### src/rtl/rot_angle_scheduler_if.sv
// Bundle between the angle scheduler, its requester and the shared CORDIC.
// The master side is the requester together with the CORDIC result path.
interface rot_angle_scheduler_if;
    logic        start;
    logic [15:0] angle_x;
    logic [15:0] angle_y;
    logic [15:0] angle_z;
    logic        cordic_phase_tvalid;
    logic [15:0] cordic_phase_tdata;
    logic        cordic_dout_tvalid;
    logic [31:0] cordic_dout_tdata;
    logic [15:0] sin_x;
    logic [15:0] cos_x;
    logic [15:0] sin_y;
    logic [15:0] cos_y;
    logic [15:0] sin_z;
    logic [15:0] cos_z;
    logic        busy;
    logic        done;
    logic        timeout_err;

    modport master (
        output start, angle_x, angle_y, angle_z,
        output cordic_dout_tvalid, cordic_dout_tdata,
        input  cordic_phase_tvalid, cordic_phase_tdata,
        input  sin_x, cos_x, sin_y, cos_y, sin_z, cos_z,
        input  busy, done, timeout_err
    );

    modport slave (
        input  start, angle_x, angle_y, angle_z,
        input  cordic_dout_tvalid, cordic_dout_tdata,
        output cordic_phase_tvalid, cordic_phase_tdata,
        output sin_x, cos_x, sin_y, cos_y, sin_z, cos_z,
        output busy, done, timeout_err
    );
endinterface

### src/rtl/rot_angle_scheduler.sv
// Time-shares one CORDIC sin/cos unit across the X, Y and Z rotation angles.
// Angles are range-wrapped, issued back-to-back, and results captured in order.
module rot_angle_scheduler #(
    parameter int PI_Q13     = 25736,
    parameter int TWO_PI_Q13 = 51472,
    parameter int TIMEOUT    = 64
) (
    input  logic                  CLK,
    input  logic                  rst,
    rot_angle_scheduler_if.slave  bus
);

    localparam logic [1:0] S_IDLE  = 2'd0;
    localparam logic [1:0] S_ISSUE = 2'd1;
    localparam logic [1:0] S_WAIT  = 2'd2;
    localparam logic [1:0] S_DONE  = 2'd3;

    localparam int TW = $clog2(TIMEOUT + 1);
    localparam logic signed [16:0] PI17  = 17'(PI_Q13);
    localparam logic signed [16:0] TWO17 = 17'(TWO_PI_Q13);

    logic [1:0]    r_state;
    logic [15:0]   r_ang_x;
    logic [15:0]   r_ang_y;
    logic [15:0]   r_ang_z;
    logic [1:0]    r_issue_cnt;
    logic [1:0]    r_ret_cnt;
    logic [TW-1:0] r_wait_cnt;
    logic          r_timeout_err;
    logic [15:0]   r_sin_x;
    logic [15:0]   r_cos_x;
    logic [15:0]   r_sin_y;
    logic [15:0]   r_cos_y;
    logic [15:0]   r_sin_z;
    logic [15:0]   r_cos_z;

    logic          w_idle;
    logic          w_issue;
    logic          w_wait;
    logic          w_done;
    logic          w_cap;
    logic          w_last_issue;
    logic          w_all_in;
    logic          w_expired;
    logic [1:0]    w_ret_nxt;
    logic [15:0]   w_wrap_x;
    logic [15:0]   w_wrap_y;
    logic [15:0]   w_wrap_z;
    logic [15:0]   w_phase;

    // A 16-bit input is never more than one turn outside [-pi, pi].
    function automatic logic [15:0] f_wrap(input logic [15:0] a);
        logic signed [16:0] v;
        v = signed'({a[15], a});
        if (v > PI17) begin
            v = v - TWO17;
        end else if (v < -PI17) begin
            v = v + TWO17;
        end
        return v[15:0];
    endfunction

    assign w_idle  = (r_state == S_IDLE);
    assign w_issue = (r_state == S_ISSUE);
    assign w_wait  = (r_state == S_WAIT);
    assign w_done  = (r_state == S_DONE);

    assign w_wrap_x = f_wrap(bus.angle_x);
    assign w_wrap_y = f_wrap(bus.angle_y);
    assign w_wrap_z = f_wrap(bus.angle_z);

    assign w_last_issue = (r_issue_cnt == 2'd2);
    assign w_cap        = bus.cordic_dout_tvalid
                        && (w_issue || w_wait)
                        && (r_ret_cnt != 2'd3);
    assign w_ret_nxt    = r_ret_cnt + 2'd1;
    assign w_all_in     = w_cap ? (w_ret_nxt == 2'd3)
                                : (r_ret_cnt == 2'd3);
    assign w_expired    = (r_wait_cnt == TW'(TIMEOUT - 1));

    always_comb begin
        w_phase = 16'd0;
        if (w_issue) begin
            unique case (r_issue_cnt)
                2'd0:    w_phase = r_ang_x;
                2'd1:    w_phase = r_ang_y;
                default: w_phase = r_ang_z;
            endcase
        end
    end

    always_ff @(posedge CLK or negedge rst) begin
        if (!rst) begin
            r_state       <= S_IDLE;
            r_ang_x       <= 16'd0;
            r_ang_y       <= 16'd0;
            r_ang_z       <= 16'd0;
            r_issue_cnt   <= 2'd0;
            r_ret_cnt     <= 2'd0;
            r_wait_cnt    <= '0;
            r_timeout_err <= 1'b0;
        end else begin
            unique case (1'b1)
                w_idle: begin
                    if (bus.start) begin
                        r_ang_x       <= w_wrap_x;
                        r_ang_y       <= w_wrap_y;
                        r_ang_z       <= w_wrap_z;
                        r_issue_cnt   <= 2'd0;
                        r_ret_cnt     <= 2'd0;
                        r_wait_cnt    <= '0;
                        r_timeout_err <= 1'b0;
                        r_state       <= S_ISSUE;
                    end
                end
                w_issue: begin
                    r_issue_cnt <= r_issue_cnt + 2'd1;
                    if (w_last_issue) begin
                        r_wait_cnt <= '0;
                        r_state    <= S_WAIT;
                    end
                end
                w_wait: begin
                    if (w_all_in) begin
                        r_state <= S_DONE;
                    end else if (w_expired) begin
                        r_timeout_err <= 1'b1;
                        r_state       <= S_IDLE;
                    end else begin
                        r_wait_cnt <= r_wait_cnt + TW'(1);
                    end
                end
                w_done: begin
                    r_state <= S_IDLE;
                end
                default: begin
                    r_state <= S_IDLE;
                end
            endcase
            if (w_cap) begin
                r_ret_cnt <= w_ret_nxt;
            end
        end
    end

    // Results come back in issue order, so the return count names the axis.
    always_ff @(posedge CLK or negedge rst) begin
        if (!rst) begin
            r_sin_x <= 16'd0;
            r_cos_x <= 16'd0;
            r_sin_y <= 16'd0;
            r_cos_y <= 16'd0;
            r_sin_z <= 16'd0;
            r_cos_z <= 16'd0;
        end else if (w_cap) begin
            unique case (r_ret_cnt)
                2'd0: begin
                    r_sin_x <= bus.cordic_dout_tdata[31:16];
                    r_cos_x <= bus.cordic_dout_tdata[15:0];
                end
                2'd1: begin
                    r_sin_y <= bus.cordic_dout_tdata[31:16];
                    r_cos_y <= bus.cordic_dout_tdata[15:0];
                end
                default: begin
                    r_sin_z <= bus.cordic_dout_tdata[31:16];
                    r_cos_z <= bus.cordic_dout_tdata[15:0];
                end
            endcase
        end
    end

    assign bus.cordic_phase_tvalid = w_issue;
    assign bus.cordic_phase_tdata  = w_phase;
    assign bus.busy                = !w_idle;
    assign bus.done                = w_done;
    assign bus.timeout_err         = r_timeout_err;
    assign bus.sin_x               = r_sin_x;
    assign bus.cos_x               = r_cos_x;
    assign bus.sin_y               = r_sin_y;
    assign bus.cos_y               = r_cos_y;
    assign bus.sin_z               = r_sin_z;
    assign bus.cos_z               = r_cos_z;

endmodule

### src/flat_wrapper.sv
// flat-port wrapper written by rule: the top's interface ports become plain ports
module rot_angle_scheduler_flat 
#(
    parameter int PI_Q13     = 25736,
    parameter int TWO_PI_Q13 = 51472,
    parameter int TIMEOUT    = 64
)
  (CLK, rst, bus_start, bus_angle_x, bus_angle_y, bus_angle_z, bus_cordic_dout_tvalid, bus_cordic_dout_tdata, bus_cordic_phase_tvalid, bus_cordic_phase_tdata, bus_sin_x, bus_cos_x, bus_sin_y, bus_cos_y, bus_sin_z, bus_cos_z, bus_busy, bus_done, bus_timeout_err);
  rot_angle_scheduler_if bus_i ();
  input  logic CLK;
  input  logic rst;
  input wire logic [$bits(bus_i.start)-1:0] bus_start;
  input wire logic [$bits(bus_i.angle_x)-1:0] bus_angle_x;
  input wire logic [$bits(bus_i.angle_y)-1:0] bus_angle_y;
  input wire logic [$bits(bus_i.angle_z)-1:0] bus_angle_z;
  input wire logic [$bits(bus_i.cordic_dout_tvalid)-1:0] bus_cordic_dout_tvalid;
  input wire logic [$bits(bus_i.cordic_dout_tdata)-1:0] bus_cordic_dout_tdata;
  output wire logic [$bits(bus_i.cordic_phase_tvalid)-1:0] bus_cordic_phase_tvalid;
  output wire logic [$bits(bus_i.cordic_phase_tdata)-1:0] bus_cordic_phase_tdata;
  output wire logic [$bits(bus_i.sin_x)-1:0] bus_sin_x;
  output wire logic [$bits(bus_i.cos_x)-1:0] bus_cos_x;
  output wire logic [$bits(bus_i.sin_y)-1:0] bus_sin_y;
  output wire logic [$bits(bus_i.cos_y)-1:0] bus_cos_y;
  output wire logic [$bits(bus_i.sin_z)-1:0] bus_sin_z;
  output wire logic [$bits(bus_i.cos_z)-1:0] bus_cos_z;
  output wire logic [$bits(bus_i.busy)-1:0] bus_busy;
  output wire logic [$bits(bus_i.done)-1:0] bus_done;
  output wire logic [$bits(bus_i.timeout_err)-1:0] bus_timeout_err;
  assign bus_i.start = bus_start;
  assign bus_i.angle_x = bus_angle_x;
  assign bus_i.angle_y = bus_angle_y;
  assign bus_i.angle_z = bus_angle_z;
  assign bus_i.cordic_dout_tvalid = bus_cordic_dout_tvalid;
  assign bus_i.cordic_dout_tdata = bus_cordic_dout_tdata;
  assign bus_cordic_phase_tvalid = bus_i.cordic_phase_tvalid;
  assign bus_cordic_phase_tdata = bus_i.cordic_phase_tdata;
  assign bus_sin_x = bus_i.sin_x;
  assign bus_cos_x = bus_i.cos_x;
  assign bus_sin_y = bus_i.sin_y;
  assign bus_cos_y = bus_i.cos_y;
  assign bus_sin_z = bus_i.sin_z;
  assign bus_cos_z = bus_i.cos_z;
  assign bus_busy = bus_i.busy;
  assign bus_done = bus_i.done;
  assign bus_timeout_err = bus_i.timeout_err;
  rot_angle_scheduler #(.PI_Q13(PI_Q13), .TWO_PI_Q13(TWO_PI_Q13), .TIMEOUT(TIMEOUT)) u_core (.CLK(CLK), .rst(rst), .bus(bus_i));
endmodule
### config.mk
export PLATFORM = sky130hd
export DESIGN_NAME = rot_angle_scheduler_flat
export DESIGN_NICKNAME = d
export VERILOG_FILES = /design/src/rtl/rot_angle_scheduler_if.sv /design/src/rtl/rot_angle_scheduler.sv /design/src/flat_wrapper.sv
export SDC_FILE = /design/constraint.sdc
export NUM_CORES = 1
export LEC_CHECK = 0
export CORE_UTILIZATION = 54
export DETAILED_ROUTE_END_ITERATION = 10
export HOLD_SLACK_MARGIN = 0.12
export PLACE_DENSITY = 0.95
export SLEW_MARGIN = 20
export SYNTH_ARGS = -nofsm -noshare
export SYNTH_HDL_FRONTEND = slang
export SYNTH_SLANG_ARGS = --single-unit
### constraint.sdc
create_clock -name CLK -period 6.4 [get_ports CLK]
set_input_delay 0.64 -clock CLK [delete_from_list [all_inputs] [get_ports CLK]]
set_output_delay 0.64 -clock CLK [all_outputs]
set_load 0.005 [all_outputs]
# ---- Word-level counts from Yosys, hierarchy flattened
# Index checks and enable logic that the tools add are counted.
dict set report classes {
  magnitude_cmp 6
  n_mux 27
  bitwise_logic 1
  eq_ne 16
  addsub 9
  reduce_logical 22
}
# cell count
set ops {}
lappend ops {{16-bit two-way mux} 7}
lappend ops {{16-bit by 15-bit adder with 16-bit output, second input constant} 3}
lappend ops {{16-bit > comparator, second input constant} 3}
lappend ops {{16-bit less-than comparator, second input constant} 3}
lappend ops {{16-bit by 15-bit subtractor with 16-bit output, second input constant} 3}
lappend ops {{16-bit case mux with 2 select lines} 1}
lappend ops {{7-bit two-way mux} 4}
lappend ops {{7-bit case mux with 3 select lines} 1}
lappend ops {{2-bit two-way mux} 7}
lappend ops {{2-bit inequality test, second input constant} 6}
lappend ops {{2-bit AND reduction} 6}
lappend ops {{2-bit equality test, second input constant} 5}
lappend ops {{2-bit nonzero test} 4}
lappend ops {{7-bit by 1-bit adder with 7-bit output, second input constant} 1}
lappend ops {{7-bit by 6-bit equality test with 1-bit output, second input constant} 1}
lappend ops {{2-bit by 1-bit equality test with 1-bit output, second input constant} 3}
lappend ops {{2-bit zero test} 3}
lappend ops {{2-bit case mux with 3 select lines} 1}
lappend ops {{5-bit AND reduction} 1}
lappend ops {{2-bit by 1-bit adder with 2-bit output, second input constant} 2}
lappend ops {{1-bit two-way mux} 4}
lappend ops {{2-bit case mux with 2 select lines} 1}
lappend ops {{4-bit AND reduction} 1}
lappend ops {{3-bit inequality test, second input constant} 1}
lappend ops {{8 further kinds} 9}
dict set report totals {
  inputBits 84
  regBits 158
  wordCells 95
}

# ---- Logic depth before layout (Yosys ltp)
dict set report logic_depth {
  ltp_word 7
  ltp_mapped 9
  ltp_nobuf 9
}

# ---- Worst setup path before layout
# OpenSTA, ideal clock, no wires.
dict set report synth_timing {
  kind {input to register}
  from {input port bus_angle_z[12]}
  to {register u_core.r_ang_z[5]}
  t_required_ns 6.323
  path_buffers 2
  setup_slack_ns 3.956
  setup_ns 0.077
  arrival_time_ns 2.367
  stages 7
  cell_sequence {buf_6 or4_1 or4_1 o211ai_2 buf_6 mux2_2 a21oi_1}
}
dict set report synth_via {
  elab_chain_len 3
  word_cells_on_any_way 4
}
# element line
set synth_lines {}
lappend synth_lines {{start, declared} flat_wrapper.sv:15} ;# input wire logic [$bits(bus_i.angle_z)-1:0] bus_angle_z;
lappend synth_lines {{16-bit less-than comparator} rot_angle_scheduler.sv:57} ;# end else if (v < -PI17) begin
lappend synth_lines {{16-bit two-way mux} rot_angle_scheduler.sv:57}
lappend synth_lines {{16-bit two-way mux (*)} rot_angle_scheduler.sv:55} ;# if (v > PI17) begin
lappend synth_lines {{end signal, assigned} rot_angle_scheduler.sv:108} ;# r_ang_z <= w_wrap_z;
lappend synth_lines {{end, declared} rot_angle_scheduler.sv:25} ;# logic [15:0] r_ang_z;
# Mark *: on every way between the ends. The rest lies on a longest branch, timed or not.
# A chain may end at the register's enable or synchronous reset.

# ---- Final worst setup path
dict set report layout_timing {
  from {register u_core.r_issue_cnt[0]}
  to {output port bus_cordic_phase_tdata[10]}
}
dict set report layout_via {
  elab_chain_len 3
  word_cells_on_any_way 4
}
# element line
set layout_lines {}
lappend layout_lines {{start, declared} rot_angle_scheduler.sv:26} ;# logic [1:0] r_issue_cnt;
lappend layout_lines {{start signal, assigned} rot_angle_scheduler.sv:117} ;# r_issue_cnt <= r_issue_cnt + 2'd1;
lappend layout_lines {{2-bit by 1-bit equality test with 1-bit output or 2-bit zero test (tied branches)} rot_angle_scheduler.sv:84} ;# unique case (r_issue_cnt)
lappend layout_lines {{16-bit case mux with 2 select lines (*)} rot_angle_scheduler.sv:84}
lappend layout_lines {{16-bit two-way mux (*)} rot_angle_scheduler.sv:83} ;# if (w_issue) begin
lappend layout_lines {{end, declared} flat_wrapper.sv:19} ;# output wire logic [$bits(bus_i.cordic_phase_tdata)-1:0] bus_cordic_phase_tdata;
# Marks and branches as above.

==> impl_metrics.csv <==
group,metric,value,unit
critical_path,worstSetupStartpointType,"flip-flop",
critical_path,crit_required,5.76,ns
critical_path,rr_startpoint,"u_core.r_state[0]",
global_route,grt_pass1_wl,35.5,mm
sta,clock.fmax,290,MHz
global_route,antenna_found_initial,1,
routing,drtPass1Iterations,5,
global_route,grt_max_degree,109,
run_status,outcome,"finished, final reports clean",
sta,finalClockSkew,0.0142,ns
die,die_h,124,microns
cts,cts_tree,"done",
cells_and_area,syn2layout_area_growth,33.0,%
synthesis,yosysWarnings,0,
global_route,grt_pass1_vias,6501,
sta,setup_tns,0,ns
run,maxCapViolCount,0,
sta,hold_viol,0,
synthesis,synthArstFlopShare,100,%
critical_path,end_kind,"primary output",
synthesis,yosysUniqueCellTypes,59,
global_route,overflow,0,
synthesis,synth_area,0.00799,sq mm
cts,cts_resized,0,
critical_path,worst-r2r-setup-slack,3.86,ns
sta,hold_slack,0.321,ns
routing,drt-vias-per-instance,5.90,
routing,via_count,6731,
synthesis,ys_ff_latch,158,
min_path,hp-class,"input port to asynchronous set/reset pin",
sta,worst_pin_slew,0.965,ns
cts,root_buffer,"clkbuf_16",
routing,drc_errors,0,
power_and_ir_drop,p_leak,4.51,nW
die,pin_count,200,
routing,drt-total-wl,23.0,mm
die,die_area,0.0153,sq mm
critical_path,cp_max_fo,17,
synthesis,synth-seq-area-share,49.5,%
sta,period_share,53.8,%
cts,cts_sinks,158,
sta,rsz0062_at_grt,"false",
sta,setup_slack,2.96,ns
routing,drt_first_iter_violations,539,
placed_design,dp_hpwl,15.6,mm
synthesis,yosysMostFrequentCell,"dfrtp_1",
synthesis,synthTopCellsByArea,"dfrtp_1, mux2_2, nand2_1",
cells_and_area,num-fill-cells,915,
cts,cts_buffers,17,
placed_design,gp_congestion,0.903,
sta,slew_headroom,35.6,%
die,die_w,124,microns
synthesis,synth_top_cell_area_share,49.5,%
die,rows,44,
cts,ctsHoldBuffers,0,
placed_design,io_buffer_count,199,
synthesis,synth_flop_cell,"dfrtp_1",
die,core-area,0.0145,sq mm
power_and_ir_drop,p_per_area,458,mW/mm^2
synthesis,yosys.area.top_type,"dfrtp_1",
cts,cts_setup_buffers,0,
sta,fin_crit,3.44,ns
cts,cts-htree-levels,4,
power_and_ir_drop,irDropWorstVdd,0.244,mV
placed_design,place_ws,3.00,ns
global_route,grtUsageTotal,31.1,%
synthesis,synth_cells,765,
critical_path,critPathArrivalTime,2.80,ns
synthesis,synthTopCellsByCount,"dfrtp_1, nand2_1, mux2_2, o21ai_0, nor2_1",
cts,clk_pin_slew,0.07,ns
critical_path,crit_type,"flip-flop to primary output",
routing,ant_nets,0,
sta,slew_viol_final,0,
sta,setup_viol,0,
die,initial_core_util,55.2,%
cts,clk_latency,0.42,ns
cells_and_area,drive_gt1_share,14.9,%
synthesis,avgSynthCellArea,10.4,sq um
cells_and_area,final_util,73.4,%
critical_path,worstReg2RegEnd,"u_core.r_wait_cnt[3]",
routing,wl_per_cell,20.2,microns
critical_path,r2r_cells,9,
cells_and_area,final_nets,1047,
cts,cts_buffer_depth,2,
synthesis,synth_edf_count,0,
synthesis,synth_fp_nets,870,
## worst max path at each step
stage / slack, ns / endpoint / cells past startpoint / startpoint
global placement: 3.03 / u_core.r_ang_x[12] / 8 / bus_angle_x[4]
detailed placement: 3.00 / u_core.r_ang_x[12] / 8 / bus_angle_x[4]
finish: 2.96 / bus_cordic_phase_tdata[10] / 7 / u_core.r_issue_cnt[0]
floorplan: 3.96 / u_core.r_ang_z[5] / 7 / bus_angle_z[12]
CTS: 2.98 / bus_cordic_phase_tdata[13] / 7 / u_core.r_issue_cnt[0]
global route: 2.82 / bus_cordic_phase_tdata[8] / 7 / u_core.r_issue_cnt[0]
## layer usage
layer	up-vias	wire length, microns	GRT usage [%]
met2	296	11200	50.9
met1	3287	9180	38.2
met3	58	1730	7.33
met4	0	922	16.5
li1	3090	-	-
met5	-	0	0
## state kept, by name, indices dropped and copies added, names as in the netlist
| signal | count |
|---|---|
| u_core.bus.timeout_err | 1 |
| u_core.bus.sin_z | 16 |
| u_core.r_state | 2 |
| u_core.r_ang_x | 16 |
| u_core.r_ang_y | 16 |
| u_core.r_wait_cnt | 7 |
| u_core.bus.cos_x | 16 |
| u_core.r_ret_cnt | 2 |
| u_core.r_issue_cnt | 2 |
| u_core.bus.sin_y | 16 |
| u_core.bus.cos_z | 16 |
| u_core.bus.cos_y | 16 |
| u_core.bus.sin_x | 16 |
| u_core.r_ang_z | 16 |
## placed cells by master (no fill, tap or decap), types with 4 or more instances in the layout
master,Yosys,routed
clkdlybuf4s50_1,0,198
dfrtp_1,158,158
nand2_1,121,120
mux2_2,96,96
o21ai_0,38,38
nor2_1,35,35
inv_1,22,22
ha_1,21,21
xnor2_1,20,20
a21boi_0,19,19
a21oi_1,18,18
a22oi_1,17,17
clkbuf_16,0,17
a31oi_1,14,14
nand3_1,14,14
nor3_1,10,10
o31ai_1,8,8
nand4_1,7,7
nand2b_1,7,7
buf_4,0,7
o22ai_1,6,6
a32oi_1,6,6
o21ai_1,5,5
and2_1,4,4
nor2b_1,4,4
mux2i_1,4,4
or2_2,4,4
o211ai_1,4,4
inv_6,0,4
## final cells by class
class	count	area, sq um	area share (%)
Inverter	22	82.6	0.777
Tap cell	184	230	2.17
Clock inverter	10	103	0.965
Timing Repair Buffer	206	2050	19.2
Antenna cell	1	2.50	0.0235
Sequential cell	158	3950	37.2
Multi-Input combinational cell	537	3750	35.3
Clock buffer	22	464	4.37
## cell families (layout without fill, tap and decap cells)
logic type	after synthesis	after routing	share of synthesized area (%)
adders and majority gates	21	21	3.29
other	0	1	0
AOI/OAI and AO/OA	170	170	14.5
muxes	102	102	14.3
and+or+nand+nor	224	224	12.6
buffers and inverters	70	260	3.63
DFF	158	158	49.5
xor gates and xnor gates	20	20	2.19
## report_power, final
group          leakage, nW  switching, mW  total (mW)  internal (mW)
logic                 2.32          0.912        2.09           1.18
clock network        0.272          0.421       0.983          0.562
registers             1.92          0.317        1.80           1.48
total                 4.51           1.65        4.87           3.22
## critical path, cell delays in order, from the launching register on
cell and delay (ns):
dfrtp_1 0.42, inv_1 0.08, ha_1 0.43, nor2_1 0.27
buf_4 0.24, nand2_1 0.08, a21boi_0 0.30, clkdlybuf4s50_1 0.57
## metrics by stage
step           area, sq um  std cells  power (mW)
2_1_floorplan         7990        765        2.70
3_3_place_gp         10100       1107        3.70
3_5_place_dp         10100       1107        3.83
4_1_cts              10600       1139        4.88
5_1_grt              10600       1140        5.15
6_report             10600       1140        4.87
Power figures use the tool's default switching activity.
